==> config.mk <==
export PLATFORM = sky130hd
export DESIGN_NAME = gpio_bus_slave
export DESIGN_NICKNAME = d
export VERILOG_FILES = /design/src/rtl/gpio_bus_slave.sv
export SDC_FILE = /design/constraint.sdc
export NUM_CORES = 1
export LEC_CHECK = 0
export ABC_CLOCK_PERIOD_IN_PS = 8900
export BUFFER_PORTS_ARGS = -buffer_cell sky130_fd_sc_hd__buf_2
export CELL_PAD_IN_SITES_DETAIL_PLACEMENT = 0
export CELL_PAD_IN_SITES_GLOBAL_PLACEMENT = 1
export CORE_MARGIN = 2
export CORE_UTILIZATION = 48
export DETAILED_ROUTE_END_ITERATION = 16
export PLACE_DENSITY_LB_ADDON = 0.3
export REMOVE_ABC_BUFFERS = 1
export SLEW_MARGIN = 25
export SYNTH_ARGS = -nofsm -noshare
export SYNTH_HDL_FRONTEND = slang
export SYNTH_SLANG_ARGS = --single-unit
==> constraint.sdc <==
create_clock -name clk -period 8.9 [get_ports clk]
set_input_delay 0.445 -clock clk [delete_from_list [all_inputs] [get_ports clk]]
set_output_delay 0.445 -clock clk [all_outputs]
set_load 0.02 [all_outputs]
==> src/rtl/gpio_bus_slave.sv <==
// gpio_bus_slave: memory-mapped GPIO block for a simple core's data-memory path.
// Registers are in a 32-byte window starting at BASE_ADDR. All accesses are word accesses.
//   0x00 DATA_OUT RW   0x04 DIR RW      0x08 DATA_IN RO
//   0x0C IRQ_EN RW     0x10 IRQ_STATUS W1C   0x14 EDGE_SEL RW (0 rising, 1 falling)
//   0x18 and 0x1C are unused: they read as zero and ignore writes.
// Ports:
//   clk, rst      single clock; asynchronous active-high reset
//   WE, A, WD     store enable, byte address and store data from the core
//   RD, Sel       combinational read data; window-hit flag used by the top level
//   gpio_in       asynchronous pad inputs, synchronized and debounced
//   gpio_out      pad output values
//   gpio_oe       pad output enables (1 = drive)
//   irq           level interrupt = |(IRQ_STATUS & IRQ_EN)
module gpio_bus_slave #(
  parameter int          N_PINS     = 16,
  parameter logic [31:0] BASE_ADDR  = 32'h0000_0100,
  parameter int          DEB_CYCLES = 4
) (
  input  logic              clk,
  input  logic              rst,
  input  logic              WE,
  input  logic [31:0]       A,
  input  logic [31:0]       WD,
  output logic [31:0]       RD,
  output logic              Sel,
  input  logic [N_PINS-1:0] gpio_in,
  output logic [N_PINS-1:0] gpio_out,
  output logic [N_PINS-1:0] gpio_oe,
  output logic              irq
);

  // Counter only needs to reach DEB_CYCLES-1; reaching it on a differing edge commits.
  localparam int             CW      = (DEB_CYCLES < 2) ? 1 : $clog2(DEB_CYCLES);
  localparam logic [CW-1:0]  CNT_MAX = CW'(DEB_CYCLES - 1);
  // Window bounds are compared with 33 bits so a window near the top of memory cannot wrap.
  localparam logic [32:0]    WIN_LO  = {1'b0, BASE_ADDR};
  localparam logic [32:0]    WIN_HI  = WIN_LO + 33'd31;

  logic [N_PINS-1:0] data_out_r;
  logic [N_PINS-1:0] dir_r;
  logic [N_PINS-1:0] irq_en_r;
  logic [N_PINS-1:0] irq_status_r;
  logic [N_PINS-1:0] edge_sel_r;
  logic [N_PINS-1:0] sync1_r;
  logic [N_PINS-1:0] sync2_r;
  logic [N_PINS-1:0] stable_r;
  logic [CW-1:0]     cnt_r [N_PINS];

  logic [31:0]       off_s;
  logic [2:0]        reg_idx_s;
  logic              wr_s;
  logic [N_PINS-1:0] wd_s;
  logic [N_PINS-1:0] differ_s;
  logic [N_PINS-1:0] commit_s;
  logic [N_PINS-1:0] event_s;
  logic [N_PINS-1:0] w1c_s;
  logic [N_PINS-1:0] reg_val_s;
  logic [31:0]       rd_s;
  logic              unused_s;

  assign Sel       = ({1'b0, A} >= WIN_LO) && ({1'b0, A} <= WIN_HI);
  assign off_s     = A - BASE_ADDR;
  assign reg_idx_s = off_s[4:2];
  assign wr_s      = WE & Sel;
  assign wd_s      = WD[N_PINS-1:0];
  assign unused_s  = ^{off_s[31:5], off_s[1:0], WD};

  assign gpio_out = data_out_r;
  assign gpio_oe  = dir_r;
  assign irq      = |(irq_status_r & irq_en_r);
  assign RD       = rd_s;

  // Per-pin debounce decision: a pin commits when it has differed for DEB_CYCLES edges.
  // An interrupt event is a commit whose new level matches the selected edge and is enabled.
  always_comb begin
    differ_s = sync2_r ^ stable_r;
    commit_s = {N_PINS{1'b0}};
    for (int i = 0; i < N_PINS; i++) begin
      if (differ_s[i] && (cnt_r[i] == CNT_MAX)) begin
        commit_s[i] = 1'b1;
      end else begin
        commit_s[i] = 1'b0;
      end
    end
    // New level is sync2; rising (sel=0) matches 1, falling (sel=1) matches 0.
    event_s = commit_s & irq_en_r & (sync2_r ^ edge_sel_r);
  end

  // Write-one-to-clear mask for IRQ_STATUS.
  always_comb begin
    if (wr_s && (reg_idx_s == 3'd4)) begin
      w1c_s = wd_s;
    end else begin
      w1c_s = {N_PINS{1'b0}};
    end
  end

  // Read mux; upper bits and out-of-window reads are zero.
  always_comb begin
    reg_val_s = {N_PINS{1'b0}};
    rd_s      = 32'h0000_0000;
    case (reg_idx_s)
      3'd0:    reg_val_s = data_out_r;
      3'd1:    reg_val_s = dir_r;
      3'd2:    reg_val_s = stable_r;
      3'd3:    reg_val_s = irq_en_r;
      3'd4:    reg_val_s = irq_status_r;
      3'd5:    reg_val_s = edge_sel_r;
      default: reg_val_s = {N_PINS{1'b0}};
    endcase
    if (Sel) begin
      rd_s[N_PINS-1:0] = reg_val_s;
    end else begin
      rd_s = 32'h0000_0000;
    end
  end

  // Software-visible registers; a new event wins over a same-edge W1C clear.
  always_ff @(posedge clk or posedge rst) begin
    if (rst) begin
      data_out_r   <= {N_PINS{1'b0}};
      dir_r        <= {N_PINS{1'b0}};
      irq_en_r     <= {N_PINS{1'b0}};
      irq_status_r <= {N_PINS{1'b0}};
      edge_sel_r   <= {N_PINS{1'b0}};
    end else begin
      if (wr_s) begin
        case (reg_idx_s)
          3'd0:    data_out_r <= wd_s;
          3'd1:    dir_r      <= wd_s;
          3'd3:    irq_en_r   <= wd_s;
          3'd5:    edge_sel_r <= wd_s;
          default: ;
        endcase
      end
      irq_status_r <= (irq_status_r & ~w1c_s) | event_s;
    end
  end

  // Two-flop synchronizer followed by per-pin debounce counters feeding the stable level.
  always_ff @(posedge clk or posedge rst) begin
    if (rst) begin
      sync1_r  <= {N_PINS{1'b0}};
      sync2_r  <= {N_PINS{1'b0}};
      stable_r <= {N_PINS{1'b0}};
      for (int i = 0; i < N_PINS; i++) begin
        cnt_r[i] <= {CW{1'b0}};
      end
    end else begin
      sync1_r <= gpio_in;
      sync2_r <= sync1_r;
      for (int i = 0; i < N_PINS; i++) begin
        if (!differ_s[i]) begin
          cnt_r[i] <= {CW{1'b0}};
        end else if (commit_s[i]) begin
          cnt_r[i]    <= {CW{1'b0}};
          stable_r[i] <= sync2_r[i];
        end else begin
          cnt_r[i] <= cnt_r[i] + CW'(1);
        end
      end
    end
  end

endmodule

==> impl.org, run 1 <==
** Layout
- Share of cells above drive strength 1 :: 0.3762
- Utilization after layout :: 0.5726
- Layout fillers :: around 1300
- The repair_antennas step left the layout with diodes totalling 0.
- The final layout contains between 700 and 800 nets.
- Compared with the post-synthesis result, the final layout area differs by 16.38%.

** Worst setup path
- CP Max Fanout :: 16
- By startpoint and endpoint, the worst setup path is classified as primary input to primary output.
- Worst path slowest cell :: sky130_fd_sc_hd__nand3_1
- List of cells traversed by the critical path :: buf_2 -> nor4_1 -> and4_1 -> nand3_1 -> a221oi_1 -> buf_2
- Data on the critical path is required at its endpoint by about 8.5 ns.
- Most common cell on crit path :: sky130_fd_sc_hd__buf_2
- STA classifies the critical path endpoint as a primary output.
- Slowest cell delay on critical path :: ~0.71 ns
- Arrival time of data at the critical path endpoint :: 2.71 ns
- The worst setup path is launched from a primary input.

** Clocking
- In this run the deepest clock path goes through 2 buffers.
- Post-CTS timing repair inserted 0 buffers for setup.
- Hold-fix buffers at CTS :: 0
- Clock buffers created by TritonCTS :: 17
- Post-CTS repair changed the size of 0 cells.
- Clock tree from TritonCTS :: built
- CTS built an H-tree with a depth of 4.
- Root buffer cell :: sky130_fd_sc_hd__clkbuf_16
- Clock-pin slew was measured on the worst setup and hold paths at around 0.06 ns.
- Clock latency reported for the late side of the worst-skew pair :: ~0.42 ns
- For this design, the sink count on the clock tree is between 150 and 200.

** Status
- The flow ran to the end, and the final reports show no timing, DRC or antenna violations.

** Power
- Switching share of power :: 0.2806
- Leakage power figure :: approximately 4.4 nW
- Cell internal power was estimated by the tool at 1.365 mW.
- Summed over all nets, the switching power comes to approximately 530 uW.
- Power spread over the standard cell area amounts to 217.2 nW/um^2.
- Comb pwr share :: 0.158
- Part of the total power dissipated in sequential elements :: 0.487
- Across the VDD grid, the largest voltage drop is roughly 0.15 mV.
- Portion of total power attributed to the clock network :: 0.355

** Floorplan
- For this configuration, the core starts out at a cell density of 0.4920.
- Width of the die :: about 130 microns
- Pin placement for this block handled between 100 and 150 I/O pins.
- Die outline height :: roughly 130 microns
- The region available for standard cell placement spans approximately 15000 sq um.
- Number of core rows :: 45
- The die covers between 15000 and 20000 sq um.

** Detailed routing
- DRT Pass-1 Iters :: 4
- After detailed routing, the number of vias per cell comes to around 5.4.
- The detailed router finished its first iteration with approximately 250 violations.
- Number of antenna-violating nets in the routed design :: 0
- Detailed routing inserted a total of a little under 5000 vias.
- Routed wire length :: approximately 17000 microns
- After detailed routing, the number of remaining DRC violations is 0.
- Routed wire length per instance :: approximately 18 microns

** Synth
- After technology mapping, the gate count stands at 577.
- Synthesized area per cell :: ~13 sq um
- Cell type contributing the most total cell area after synthesis :: sky130_fd_sc_hd__dfrtp_1
- Counting distinct cell types in the post-synthesis netlist gives 48.
- By area the synthesized netlist is led by sky130_fd_sc_hd__dfrtp_1 (53%), sky130_fd_sc_hd__mux2_2 (12%), sky130_fd_sc_hd__mux2_4 (4.0%).
- The synthesized design contains 0 enable-type register cells.
- Counting flops with an async set or reset pin after synthesis yields a share of 1.000.
- The share of the Yosys chip area taken by registers is 0.5333.
- Post-synth design cell area :: 7507 sq um
- Top-area cell type share of the netlist area :: 0.5333
- Number of synthesized register bits :: between 150 and 200
- During synthesis, Yosys emitted a total of 0 warnings.
- Most instantiated flip-flop cell in the synthesis netlist :: sky130_fd_sc_hd__dfrtp_1

** Job
- Max Cap Violations :: 0

** Global routing
- Vias in the first global route :: approximately 5200
- The initial antenna violation count came to 0.
- Entering global routing, the biggest net connects 88 pins.
- Gr ovfl total :: 0
- In the global route stage, overall resource usage came out at 0.2142.
- The first global-routing pass estimated ~27000 microns of wire.

** Placed design
- Number of buffers inserted by port buffering :: between 100 and 150
- Global placement routability congestion :: 0.8074
- Dpl hpwl :: roughly 11000 microns

** Timing
- Number of slew-limit violations in the final report :: 0
- In the finished design, the share of the clock period the worst path needs comes to 0.3541.
- Final-report hold violation count :: 0
- Max Clock Freq :: between 300 and 400 MHz
- At the pin with the least slew margin, the transition time is slightly above 0.9 ns.
- RSZ-0062 raised after global routing :: no
- Count of endpoints failing setup in the final report :: 0
- Rel. slew slack :: 0.3919
- Setup total negative slack on the finished layout was measured at 0 ns.
- Across the routed clock network, the largest skew measured is around 0.0064 ns.
- For the finished layout, the period the worst path requires is 3.151 ns.

** Min path
- Worst min-delay path category :: primary input to flip-flop
[logic make-up (layout without fill, tap and decap cells)]
kind of cell             count (synthesis)  count (layout)  synth area share
flip-flops                             160             160            0.5333
AND/OR/NAND/NOR                        156             156            0.1223
multiplexers                           109             109            0.1820
AO/OA/AOI/OAI                           79              79           0.07883
buffers and inverters                   40             155           0.03767
adder cells (fa/ha/maj)                 16              16           0.02667
XOR/XNOR                                16              16           0.01867
other                                    1              16         0.0004995
[area by class of cell]
type / instances / area [sq um] / area share
repair buffers: 120 / 628.1 / 0.07189
inverters: 3 / 16.27 / 0.001862
clock buffers: 18 / 439.2 / 0.05026
well taps: 211 / 264.0 / 0.03022
multi-input cells: 392 / 3277 / 0.3751
flip-flops and latches: 160 / 4004 / 0.4583
clock inverters: 14 / 108.9 / 0.01246
[per-stage QoR]
stage	cells	area (sq um)	setup WS, ns	power (mW)	hold slack (ns)
after detailed placement	885	8169	5.710	1.239	0.3364
after global routing	918	8737	5.541	2.003	0.1013
after global placement	885	8169	5.727	1.211	0.3325
after CTS	917	8717	5.717	1.921	0.1015
after floorplan	555	7292	4.135	1.144	0.3312
final	918	8737	5.749	1.898	0.1223
[placed cells by master (no fill, tap or decap), types with 6 or more instances in the layout]
cell type	netlist	routed
sky130_fd_sc_hd__mux2_4	20	20
sky130_fd_sc_hd__a21oi_1	16	16
sky130_fd_sc_hd__conb_1	1	16
sky130_fd_sc_hd__clkbuf_16	0	17
sky130_fd_sc_hd__mux4_2	6	6
sky130_fd_sc_hd__xnor2_1	16	16
sky130_fd_sc_hd__dfrtp_1	160	160
sky130_fd_sc_hd__a22oi_1	19	19
sky130_fd_sc_hd__nand2_1	28	28
sky130_fd_sc_hd__nand3b_1	13	13
sky130_fd_sc_hd__nor2_1	27	27
sky130_fd_sc_hd__nor2b_1	35	35
sky130_fd_sc_hd__o22a_1	8	8
sky130_fd_sc_hd__ha_1	16	16
sky130_fd_sc_hd__and3_1	6	6
sky130_fd_sc_hd__buf_2	8	114
sky130_fd_sc_hd__nor3_1	18	18
sky130_fd_sc_hd__mux2_2	80	80
sky130_fd_sc_hd__a211o_1	16	16
[routing by layer]
metal / GRT usage / part of all wire
met1: 0.2873 / 0.45
met4: 0.06266 / 0.011
met5: 0 / 0
met3: 0.04831 / 0.039
met2: 0.3526 / 0.50
[state kept, by name (all words and copies together), names as in the netlist]
register,flops
gpio_oe,16
gpio_out,16
sync1_r,16
sync2_r,16
irq_en_r,16
irq_status_r,16
cnt_r,32
stable_r,16
edge_sel_r,16
[worst max-delay path: cells and delay by family]
family / cells / cell delay, ns
buffers and inverters: 2 / 0.33
and+or+nand+nor: 3 / 1.42
AOI/OAI and AO/OA: 1 / 0.50
[power by group through the flow]
stage          clock, mW  combinational [mW]  sequential [mW]
2_1_floorplan          0               0.232            0.912
3_3_place_gp           0               0.283            0.928
3_5_place_dp           0               0.302            0.936
4_1_cts            0.691               0.305            0.924
5_1_grt            0.719               0.345            0.939
6_report           0.674               0.300            0.924
[cells in the mapped netlist, types with 2 or more instances]
master	instances
sky130_fd_sc_hd__a221oi_1	5
sky130_fd_sc_hd__nand2_1	28
sky130_fd_sc_hd__ha_1	16
sky130_fd_sc_hd__dfrtp_1	160
sky130_fd_sc_hd__o22ai_1	4
sky130_fd_sc_hd__nor3_1	18
sky130_fd_sc_hd__buf_2	8
sky130_fd_sc_hd__nor2b_1	35
sky130_fd_sc_hd__mux2_2	80
sky130_fd_sc_hd__a211o_1	16
sky130_fd_sc_hd__buf_1	2
sky130_fd_sc_hd__a2bb2oi_1	3
sky130_fd_sc_hd__and4_1	3
sky130_fd_sc_hd__inv_1	3
sky130_fd_sc_hd__buf_12	2
sky130_fd_sc_hd__nand3_4	2
sky130_fd_sc_hd__mux2i_1	3
sky130_fd_sc_hd__and3_1	6
sky130_fd_sc_hd__clkbuf_1	5
sky130_fd_sc_hd__o22a_1	8
sky130_fd_sc_hd__mux2_4	20
sky130_fd_sc_hd__nand3b_1	13
sky130_fd_sc_hd__buf_6	4
sky130_fd_sc_hd__and4b_1	5
sky130_fd_sc_hd__a21oi_1	16
sky130_fd_sc_hd__nor4_1	3
sky130_fd_sc_hd__or4_4	2
sky130_fd_sc_hd__nor2_1	27
sky130_fd_sc_hd__xnor2_1	16
sky130_fd_sc_hd__mux4_2	6
sky130_fd_sc_hd__nand2b_1	5
sky130_fd_sc_hd__buf_4	16
sky130_fd_sc_hd__a22oi_1	19
sky130_fd_sc_hd__a22o_1	4
[final timing paths]
path	from	slack [ns]	endpoint	depth (start not counted)
worst max-delay path	A[30]	5.75	RD[0]	6
worst min-delay path	gpio_in[14]	0.12	sync1_r[14]$_DFF_PP0_	1
worst max register to register	stable_r[15]$_DFFE_PP0P_	7.66	irq_status_r[15]$_DFF_PP0_	3
worst min register to register	sync1_r[9]$_DFF_PP0_	0.34	sync2_r[9]$_DFF_PP0_	0
max in group asynchronous	rst	7.50	irq_status_r[12]$_DFF_PP0_	4
min in group asynchronous	rst	0.16	sync2_r[13]$_DFF_PP0_	2
No activity file was read; power rests on OpenSTA's default activity.
==> run 2, diff against run 1 <==
--- a/config.mk
+++ b/config.mk
@@ -5,12 +5,13 @@
 export SDC_FILE = /design/constraint.sdc
 export NUM_CORES = 1
 export LEC_CHECK = 0
-export ABC_CLOCK_PERIOD_IN_PS = 8900
+export ABC_AREA = 1
+export ABC_CLOCK_PERIOD_IN_PS = 3000
 export BUFFER_PORTS_ARGS = -buffer_cell sky130_fd_sc_hd__buf_2
 export CELL_PAD_IN_SITES_DETAIL_PLACEMENT = 0
 export CELL_PAD_IN_SITES_GLOBAL_PLACEMENT = 1
 export CORE_MARGIN = 2
-export CORE_UTILIZATION = 48
+export CORE_UTILIZATION = 41
 export DETAILED_ROUTE_END_ITERATION = 16
 export PLACE_DENSITY_LB_ADDON = 0.3
 export REMOVE_ABC_BUFFERS = 1
==> constraint.sdc (replaced) <==
create_clock -name clk -period 3 [get_ports clk]
set_input_delay 0.15 -clock clk [delete_from_list [all_inputs] [get_ports clk]]
set_output_delay 0.15 -clock clk [all_outputs]
set_load 0.02 [all_outputs]
==> impl.org, run 2 <==
** Synth
- Yosys warning total :: 0 (unchanged)
- Synthesized area per cell :: 9.132 sq um (was 13.01 sq um)
- The share of synthesized area occupied by flip-flops and latches is 0.5571 (was 0.5333).
- The count of flip-flops with a built-in enable after synthesis was 0 (unchanged).
- The mux share of post-synthesis cell area came to 0 (was 0.1820).
- Post-synth design cell area :: 7187 sq um (was 7507 sq um)
- Most instantiated flip-flop cell in the synthesis netlist :: sky130_fd_sc_hd__dfrtp_1 (unchanged)
- The area share of xor/xnor cells in the synthesized design was 0.01950 (was 0.01867).
- The post-synthesis compound-gate area fraction was 0.1231 (was 0.07883).
- The simple logic cell fraction of the synthesized area is 0.1946 (was 0.1223).
- Most used standard cells in the synthesized netlist :: sky130_fd_sc_hd__nand2_1 (201), sky130_fd_sc_hd__dfrtp_1 (160), sky130_fd_sc_hd__o21ai_0 (95) (was sky130_fd_sc_hd__dfrtp_1 (160), sky130_fd_sc_hd__mux2_2 (80), sky130_fd_sc_hd__nor2b_1 (35))
- Count of mapped cells out of synthesis :: 787 (was 577)
- The most numerous cell in the Yosys netlist is sky130_fd_sc_hd__nand2_1 (was sky130_fd_sc_hd__dfrtp_1).
- The adder and majority cell fraction of the synthesized area is 0.02786 (was 0.02667).
- The dominant combinational cell family by area after synthesis is simple AND/OR/NAND/NOR gates (was multiplexers).
- Share of synthesized registers carrying an async set or reset :: 1.000 (unchanged)
- Area contributors post-synth: sky130_fd_sc_hd__dfrtp_1 (56%), sky130_fd_sc_hd__nand2_1 (10%), sky130_fd_sc_hd__o21ai_0 (6.6%) (was sky130_fd_sc_hd__dfrtp_1 (53%), sky130_fd_sc_hd__mux2_2 (12%), sky130_fd_sc_hd__mux2_4 (4.0%)).
- The number of distinct library cells after synthesis is 28 (was 48).
- Top-area cell type share of the netlist area :: 0.5571 (was 0.5333)
- Cell type contributing the most total cell area after synthesis :: sky130_fd_sc_hd__dfrtp_1 (unchanged)
- The register bit count reported by yosys was 160 (unchanged).

** Job
- The number of violations of the max-capacitance limit was 0 (unchanged).

** Timing
- The final total negative setup slack was 0 ns (unchanged).
- The worst clock skew was 0.007846 ns (was 0.006443 ns).
- Final critical delay including setup and external delays :: between 1.5 and 2 ns
- The final number of hold-violating endpoints came to 0 (unchanged).
- RSZ-0062 raised after global routing: no (unchanged).
- The setup-violating endpoint count in the final report came to 0 (unchanged).
- Tightest Pin Transition :: 1.030 ns (was 0.9088 ns)
- The max-slew violation count came to 0 (unchanged).
- Final hold slack :: 0.03488 ns (was 0.1223 ns)
- Based on the critical path, the design can be clocked at up to just over 500 MHz.
- The relative slew slack came to 0.3133 (was 0.3919).
- Post-route worst setup slack :: 1.026 ns (was 5.749 ns)
- Portion of the clock cycle consumed by the worst path in the final layout :: 0.6578

** Layout
- Area growth from synthesis to final layout :: 21.87% (was 16.38%)
- The number of nets at the end of the flow was 1024 (was 793).
- Number of cells in the finished layout apart from fillers :: 1162 (was 918)
- Utilization after layout :: 0.5081 (was 0.5726)
- The most common cell after layout, fill and taps aside is sky130_fd_sc_hd__nand2_1 (was sky130_fd_sc_hd__dfrtp_1).
- Share of cells above drive strength 1 :: 0.1974 (was 0.3762)
- The post-route cell area was 8758 sq um (was 8737 sq um).
- Commonest cells after routing, fill and taps aside: sky130_fd_sc_hd__nand2_1 (201), sky130_fd_sc_hd__dfrtp_1 (160), sky130_fd_sc_hd__buf_2 (114) (was sky130_fd_sc_hd__dfrtp_1 (160), sky130_fd_sc_hd__buf_2 (114), sky130_fd_sc_hd__mux2_2 (80)).
- Max reg flops :: 32 (unchanged)
- The number of antenna repair diodes is 0 (unchanged).
- The register containing the most flip-flops in the final layout is cnt_r (unchanged).

** Floorplan
- The initial core utilization came to 0.4170 (was 0.4920).
- The number of placement rows was 48 (was 45).
- Die Footprint :: 18600 sq um (was 16660 sq um)
- Io pins :: 149 (unchanged)
- The area of the core was 17240 sq um (was 15260 sq um).
- Die outline height :: 136.4 microns (was 129.1 microns)
- The horizontal die dimension was 136.4 microns (was 129.1 microns).

** Clocking
- The number of buffers inserted by post-CTS setup repair came to 0 (unchanged).
- The clock-pin slew reported for the worst setup and hold paths after clock tree synthesis came to 0.06 ns (about the same).
- Clock buffers created by TritonCTS :: 17 (unchanged)
- Clock latency reported for the late side of the worst-skew pair :: 0.42 ns (about the same)
- Sink count of the clock tree :: 160 (unchanged)
- The master cell of the clock root buffer is sky130_fd_sc_hd__clkbuf_16 (unchanged).
- The TritonCTS clock tree is built (unchanged).
- Deepest level of the CTS H-tree :: 4 (unchanged)
- The number of gates resized after cts was 0 (unchanged).
- Buffers from clock root to sink, at most :: 2 (unchanged)

** Global routing
- Vias in the first global route :: 5365 (was 5190)
- Number of antenna violations at the first check in global routing :: 0 (unchanged)
- The total congestion overflow was 0 (unchanged).
- The busiest metal layer after global routing is met2 (unchanged).
- First-pass GRT wire length :: 28230 microns (was 27280 microns)
- GRT Resource Usage Total :: 0.2018 (was 0.2142)
- Grt met1 use :: 0.2918 (was 0.2873)
- Maximum number of pins on one net before global-route repair :: 93 (was 88)
- Routing usage on met3 :: 0.03542 (was 0.04831)
- Met2 demand-to-capacity share in global routing :: 0.3043 (was 0.3526)

** Placed design
- The routability congestion estimate is 0.7709 (was 0.8074).
- Place WS :: 0.9636 ns (was 5.710 ns)
- The total cell area at the placement stage was 7955 sq um (was 8169 sq um).
- The total half-perimeter wirelength after legalization and detailed placement is 12150 microns (was 11050 microns).
- Number of placed instances with taps included :: 1114 (was 885)
- Number of buffers inserted by port buffering :: 114 (unchanged)

** Worst setup path
- Kind of launch point of the worst setup path :: primary input (unchanged)
- Critical path endpoint category :: primary output (unchanged)
- Setup crit start :: A[16] (was A[30])
- The internal reg-to-reg setup slack was 2.07 ns (was 7.66 ns).
- The startpoint of the worst-slack reg-to-reg timing path is cnt_r[10]$_DFF_PP0_ (was stable_r[15]$_DFFE_PP0P_).
- Worst Setup Path Type :: primary input to primary output (unchanged)
- The data arrival time at the worst-slack endpoint came to 1.82 ns (was 2.71 ns).
- The critical-path maximum fanout was 16 (unchanged).
- The required time of the critical path is 2.85 ns (was 8.46 ns).
- The critical path endpoint is RD[2] (was RD[0]).
- The depth of the worst register-to-register path is 2 (was 3).
- Reg-to-reg critical path endpoint :: cnt_r[10]$_DFF_PP0_ (was irq_status_r[15]$_DFF_PP0_)

** Power
- The static leakage was 4.423 nW (was 4.354 nW).
- VDD IR-drop max :: 0.4023 mV (was 0.1516 mV)
- Total power :: 5.815 mW (was 1.898 mW)
- Areal power density over the cells :: 663.9 nW/um^2 (was 217.2 nW/um^2)

** Detailed routing
- The total iterations of the first detailed-routing run came to 5 (was 4).
- Via count :: 5671 (was 4972)
- The post-detailed-route DRC marker count is 0 (unchanged).
- Vias/cell :: 4.880 (was 5.416)
- Starting DRC count in detailed routing :: 329 (was 252)
- The number of nets with antenna violations after detailed routing was 0 (unchanged).
- Routed wire length :: 17770 microns (was 16580 microns)
- The routed wirelength normalized by instance count came to 15.29 microns (was 18.06 microns).

** Min path
- Worst min-delay path category :: primary input to flip-flop (unchanged)

** Status
- Outcome: finished, final reports clean (unchanged).
[run 2: worst min path at each step]
stage / slack, ns / depth (start not counted) / end / start
3_3_place_gp: 0.26 / 1 / sync1_r[11]$_DFF_PP0_ / gpio_in[11]
3_5_place_dp: 0.26 / 1 / sync1_r[4]$_DFF_PP0_ / gpio_in[4]
4_1_cts: 0.02 / 4 / irq_status_r[1]$_DFF_PP0_ / WD[1]
6_report: 0.03 / 4 / irq_status_r[1]$_DFF_PP0_ / WD[1]
5_1_grt: 0.05 / 4 / irq_status_r[3]$_DFF_PP0_ / WD[3]
2_1_floorplan: 0.18 / 0 / sync1_r[0]$_DFF_PP0_ / gpio_in[0]
[run 2: kinds of logic after synthesis]
group | count (synthesis)
xor gates and xnor gates | 16
buffers and inverters | 119
other | 1
and+or+nand+nor | 325
adders and majority gates | 16
AOI/OAI and AO/OA | 150
DFF | 160
[run 2: timing repair]
action / in CTS / in global routing
setup endpoints to repair: 0 / 0
hold buffers: 17 / 0
hold endpoints to repair: 105 / 0
[run 2: cell type report]
type | instances | area, sq um
clock buffers | 19 | 442.9
clock inverters | 12 | 190.2
fillers | 1644 | 8478
inverters | 78 | 297.8
multi-input cells | 523 | 2684
flip-flops and latches | 160 | 4004
well taps | 225 | 281.5
repair buffers | 145 | 858.3
[run 2: power by group]
| part | leakage, nW | switching, mW | total (mW) | internal (mW) |
|---|---|---|---|---|
| sequential | 2.02 | 0.153 | 2.60 | 2.45 |
| combinational | 2.09 | 0.503 | 0.866 | 0.363 |
| clock | 0.308 | 0.860 | 2.35 | 1.49 |
| total | 4.42 | 1.52 | 5.81 | 4.30 |
[run 2: metal layers]
layer	share of wire	vias to the layer above
li1	-	2820
met1	0.47	2643
met2	0.45	182
met3	0.060	26
met4	0.018	0
met5	0	-
[run 2: worst max-delay path: stages]
cell	delay, ns
sky130_fd_sc_hd__buf_2	0.09
sky130_fd_sc_hd__nor2_1	0.10
sky130_fd_sc_hd__nand2_1	0.06
sky130_fd_sc_hd__nor2_1	0.10
sky130_fd_sc_hd__nand2_1	0.09
sky130_fd_sc_hd__nor2_4	0.38
sky130_fd_sc_hd__o21ai_2	0.41
sky130_fd_sc_hd__nor2_1	0.26
sky130_fd_sc_hd__buf_2	0.20
==> run 3, diff against run 2 <==
--- a/config.mk
+++ b/config.mk
@@ -6,12 +6,12 @@
 export NUM_CORES = 1
 export LEC_CHECK = 0
 export ABC_AREA = 1
-export ABC_CLOCK_PERIOD_IN_PS = 3000
+export ABC_CLOCK_PERIOD_IN_PS = 1620
 export BUFFER_PORTS_ARGS = -buffer_cell sky130_fd_sc_hd__buf_2
 export CELL_PAD_IN_SITES_DETAIL_PLACEMENT = 0
 export CELL_PAD_IN_SITES_GLOBAL_PLACEMENT = 1
 export CORE_MARGIN = 2
-export CORE_UTILIZATION = 41
+export CORE_UTILIZATION = 37
 export DETAILED_ROUTE_END_ITERATION = 16
 export PLACE_DENSITY_LB_ADDON = 0.3
 export REMOVE_ABC_BUFFERS = 1
==> constraint.sdc (replaced) <==
create_clock -name clk -period 1.62 [get_ports clk]
set_input_delay 0.081 -clock clk [delete_from_list [all_inputs] [get_ports clk]]
set_output_delay 0.081 -clock clk [all_outputs]
set_load 0.02 [all_outputs]
==> impl.org, run 3 (synthesis gave the netlist of run 2 again) <==
** Status
- Outcome: finished with violations (was finished, final reports clean).
- Failing checks :: setup timing

** Clocking
- The number of buffers between clock root and the deepest sink was 2 (unchanged).
- The TritonCTS buffer count was 17 (unchanged).
- Root buffer cell :: sky130_fd_sc_hd__clkbuf_16 (unchanged)
- Clock latency reported for the late side of the worst-skew pair :: 0.43 ns (was 0.42 ns)
- The clock sink count came to 160 (unchanged).
- The clock-pin slew reported for the worst setup and hold paths after clock tree synthesis is 0.06 ns (about the same).
- The count of H-tree levels built during CTS was 4 (unchanged).
- Clock tree from TritonCTS :: built (unchanged)

** Power
- Areal power density over the cells :: 1178 nW/um^2 (was 663.9 nW/um^2)
- The power share of the clock group is 0.405 (was 0.403).
- The static leakage is 4.668 nW (was 4.423 nW).
- The worst-case vdd ir drop is 0.7418 mV (was 0.4023 mV).
- The part of the power in combinational logic is 0.156 (was 0.149).
- Internal power of the cells :: 8.109 mW (was 4.299 mW)
- The register share of total power came to 0.438 (was 0.448).
- The switching power is 2.895 mW (was 1.515 mW).
- Switching share of power :: 0.2631 (was 0.2606)

** Timing
- The max-slew violation count is 0 (unchanged).
- Final critical delay including setup and external delays :: around 1.7 ns
- Portion of the clock cycle consumed by the worst path in the final layout :: 1.062
- Setup TNS after final layout :: -0.1007 ns (was 0 ns)
- Setup clock skew after layout :: 0.006643 ns (was 0.007846 ns)
- The final number of hold-violating endpoints came to 0 (unchanged).
- The setup-violating endpoint count in the final report came to 1 (was 0).
- Final hold slack :: 0.1800 ns (was 0.03488 ns)
- The setup slack of the critical path after layout was -0.1007 ns (was 1.026 ns).
- Max Clock Freq :: 581.2 MHz
- RSZ-0062 raised after global routing: yes (was no).

** Floorplan
- Die Footprint :: 20560 sq um (was 18600 sq um)
- Area inside the core boundary :: 18890 sq um (was 17240 sq um)
- The initial core utilization is 0.3804 (was 0.4170).
- Number of core rows :: 50 (was 48)
- The die span in y came to 143.4 microns (was 136.4 microns).
- Io pins :: 149 (unchanged)
- The horizontal die dimension was 143.4 microns (was 136.4 microns).

** Worst setup path
- The depth of the worst register-to-register path came to 3 (was 2).
- The nature of the critical path endpoint was a primary output (unchanged).
- List of cells traversed by the critical path: inv_2 -> o22ai_4 -> nor3b_4 -> nand4_1 -> buf_4 (was buf_2 -> nor2_1 -> nand2_1 -> nor2_1 -> nand2_1 -> nor2_4 -> o21ai_2 -> nor2_1 -> buf_2).
- CP Max Fanout :: 2 (was 16)
- Setup slack of the most critical reg-to-reg path :: 0.68 ns (was 2.07 ns)
- Reg-to-reg critical path endpoint :: cnt_r[30]$_DFF_PP0_ (was cnt_r[10]$_DFF_PP0_)
- Arrival time of data at the critical path endpoint :: 1.64 ns (was 1.82 ns)
- The category of the most critical setup path was flip-flop to primary output (was primary input to primary output).
- Required time at the endpoint of the critical path :: 1.54 ns (was 2.85 ns)
- The startpoint of the worst-slack reg-to-reg timing path is stable_r[0]$_DFFE_PP0P_ (was cnt_r[10]$_DFF_PP0_).
- The stage delay of the slowest cell on the critical path is 0.40 ns (was 0.41 ns).
- Worst path slowest cell :: sky130_fd_sc_hd__dfrtp_1 (was sky130_fd_sc_hd__o21ai_2)
- The sort of element at the start of the critical path is a flip-flop (was primary input).

** Layout
- The flip-flop count of the largest register after layout is 32 (unchanged).
- Layout fillers :: 1778 (was 1644)
- The number of nets at the end of the flow is 1070 (was 1024).
- Commonest cells after routing, fill and taps aside :: sky130_fd_sc_hd__nand2_1 (200), sky130_fd_sc_hd__dfrtp_1 (160), sky130_fd_sc_hd__buf_2 (112) (was sky130_fd_sc_hd__nand2_1 (201), sky130_fd_sc_hd__dfrtp_1 (160), sky130_fd_sc_hd__buf_2 (114))
- The area added between synthesis and finish is 29.96% (was 21.87%).
- Diode count :: 0 (unchanged)
- The post-route core utilization came to 0.4944 (was 0.5081).
- Most common cell after layout, fill and taps aside :: sky130_fd_sc_hd__nand2_1 (unchanged)
- The register containing the most flip-flops in the final layout is cnt_r (unchanged).
- Share of cells above drive strength 1 :: 0.2439 (was 0.1974)
- Finished Cell Area :: 9340 sq um (was 8758 sq um)

** Detailed routing
- The total iterations of the first detailed-routing run came to 5 (unchanged).
- Routed wire length :: 18870 microns (was 17770 microns)
- The detailed-route via count came to 5879 (was 5671).
- Starting DRC count in detailed routing :: 328 (was 329)
- Number of antenna-violating nets in the routed design :: 0 (unchanged)
- Routed wire length per instance :: 15.17 microns (was 15.29 microns)
- The post-detailed-route DRC marker count came to 0 (unchanged).
- Vias/cell :: 4.726 (was 4.880)

** Global routing
- Gr ovfl total :: 0 (unchanged)
- Number of antenna violations at the first check in global routing :: 0 (unchanged)
- The total global-route track usage was 0.1889 (was 0.2018).
- Vias in the first global route :: 5401 (was 5365)
- The first-pass GRT wire length came to 29330 microns (was 28230 microns).
- The maximum number of pins on one net before global-route repair is 57 (was 93).

** Placed design
- Global placement routability congestion :: 0.8072 (was 0.7709)
- The total cell area at the placement stage was 8157 sq um (was 7955 sq um).
- Dpl hpwl :: 13060 microns (was 12150 microns)
- The count of input and output buffers was 114 (unchanged).

** Min path
- Worst min-delay path category :: primary input to async pin (was primary input to flip-flop)

** Job
- Max Cap Violations :: 0 (unchanged)
==> run 3: cell types whose count changed in the layout (fill, tap and decap cells not counted), moves of 3 or more <==
cell,previous run,this run
sky130_fd_sc_hd__buf_12,1,4
sky130_fd_sc_hd__buf_4,13,42
sky130_fd_sc_hd__clkinv_2,5,0
sky130_fd_sc_hd__clkinv_4,0,4
sky130_fd_sc_hd__dlygate4sd3_1,17,33
sky130_fd_sc_hd__inv_1,74,61
sky130_fd_sc_hd__inv_2,3,16
sky130_fd_sc_hd__nor3_1,29,25
sky130_fd_sc_hd__nor3_2,0,4
sky130_fd_sc_hd__o22ai_1,12,9
==> run 3: worst max-delay path: cells and delay by family, from the launching register on <==
family                 cells  cell delay (ns)
AOI/OAI and AO/OA          1             0.09
buffers and inverters      2             0.30
DFF                        1             0.40
and+or+nand+nor            2             0.42
==> run 3: power by group through the flow <==
stage	Clock, mW	Combinational [mW]	Sequential [mW]
2_1_floorplan	0	1.20	4.84
3_3_place_gp	0	1.60	4.88
3_5_place_dp	0	1.63	4.90
4_1_cts	4.56	1.70	4.82
5_1_grt	4.76	2.01	4.89
6_report	4.46	1.72	4.82
==> run 3: timing repair <==
item | CTS | global route
endpoints found under the setup margin | 3 | 13
buffers inserted | 4 | 10
pin swaps | 3 | 8
hold buffers | 33 | 0
hold endpoints to repair | 76 | 0
resized for setup | 15 | 16
==> run 3: layout make-up <==
cell class                 count  area, sq um  area share
multi-input combinational    523         2763      0.2958
clock buffer                  20        456.7     0.04889
timing repair buffer         191         1286      0.1377
sequential                   160         4004      0.4287
inverter                      78        297.8     0.03188
tap                          260        325.3     0.03483
clock inverter                12        207.7     0.02224
==> run 3: metal layers <==
metal | vias to the layer above | global-route usage | part of all wire
li1 | 2916 | - | -
met1 | 2790 | 0.2670 | 0.47
met2 | 150 | 0.2950 | 0.46
met3 | 23 | 0.03432 | 0.048
met4 | 0 | 0.06192 | 0.018
met5 | - | 0 | 0
==> run 3: worst max path at each step <==
stage	slack, ns	start	cells after the start	endpoint
after global placement	0.12	A[10]	10	RD[14]
final	-0.10	irq_en_r[1]$_DFFE_PP0P_	5	irq
after detailed placement	0.05	A[16]	10	RD[14]
after CTS	-0.11	irq_en_r[7]$_DFFE_PP0P_	5	irq
after floorplan	-2.78	rst	1	cnt_r[0]$_DFF_PP0_
after global routing	-0.16	irq_en_r[1]$_DFFE_PP0P_	5	irq
==> run 3: stage by stage <==
step | total power, mW | setup slack [ns] | std cells
after floorplan | 6.041 | -2.781 | 761
after global placement | 6.476 | 0.1152 | 1165
after detailed placement | 6.526 | 0.04635 | 1165
after CTS | 11.08 | -0.1125 | 1234
after global routing | 11.65 | -0.1597 | 1244
final | 11.00 | -0.1007 | 1244
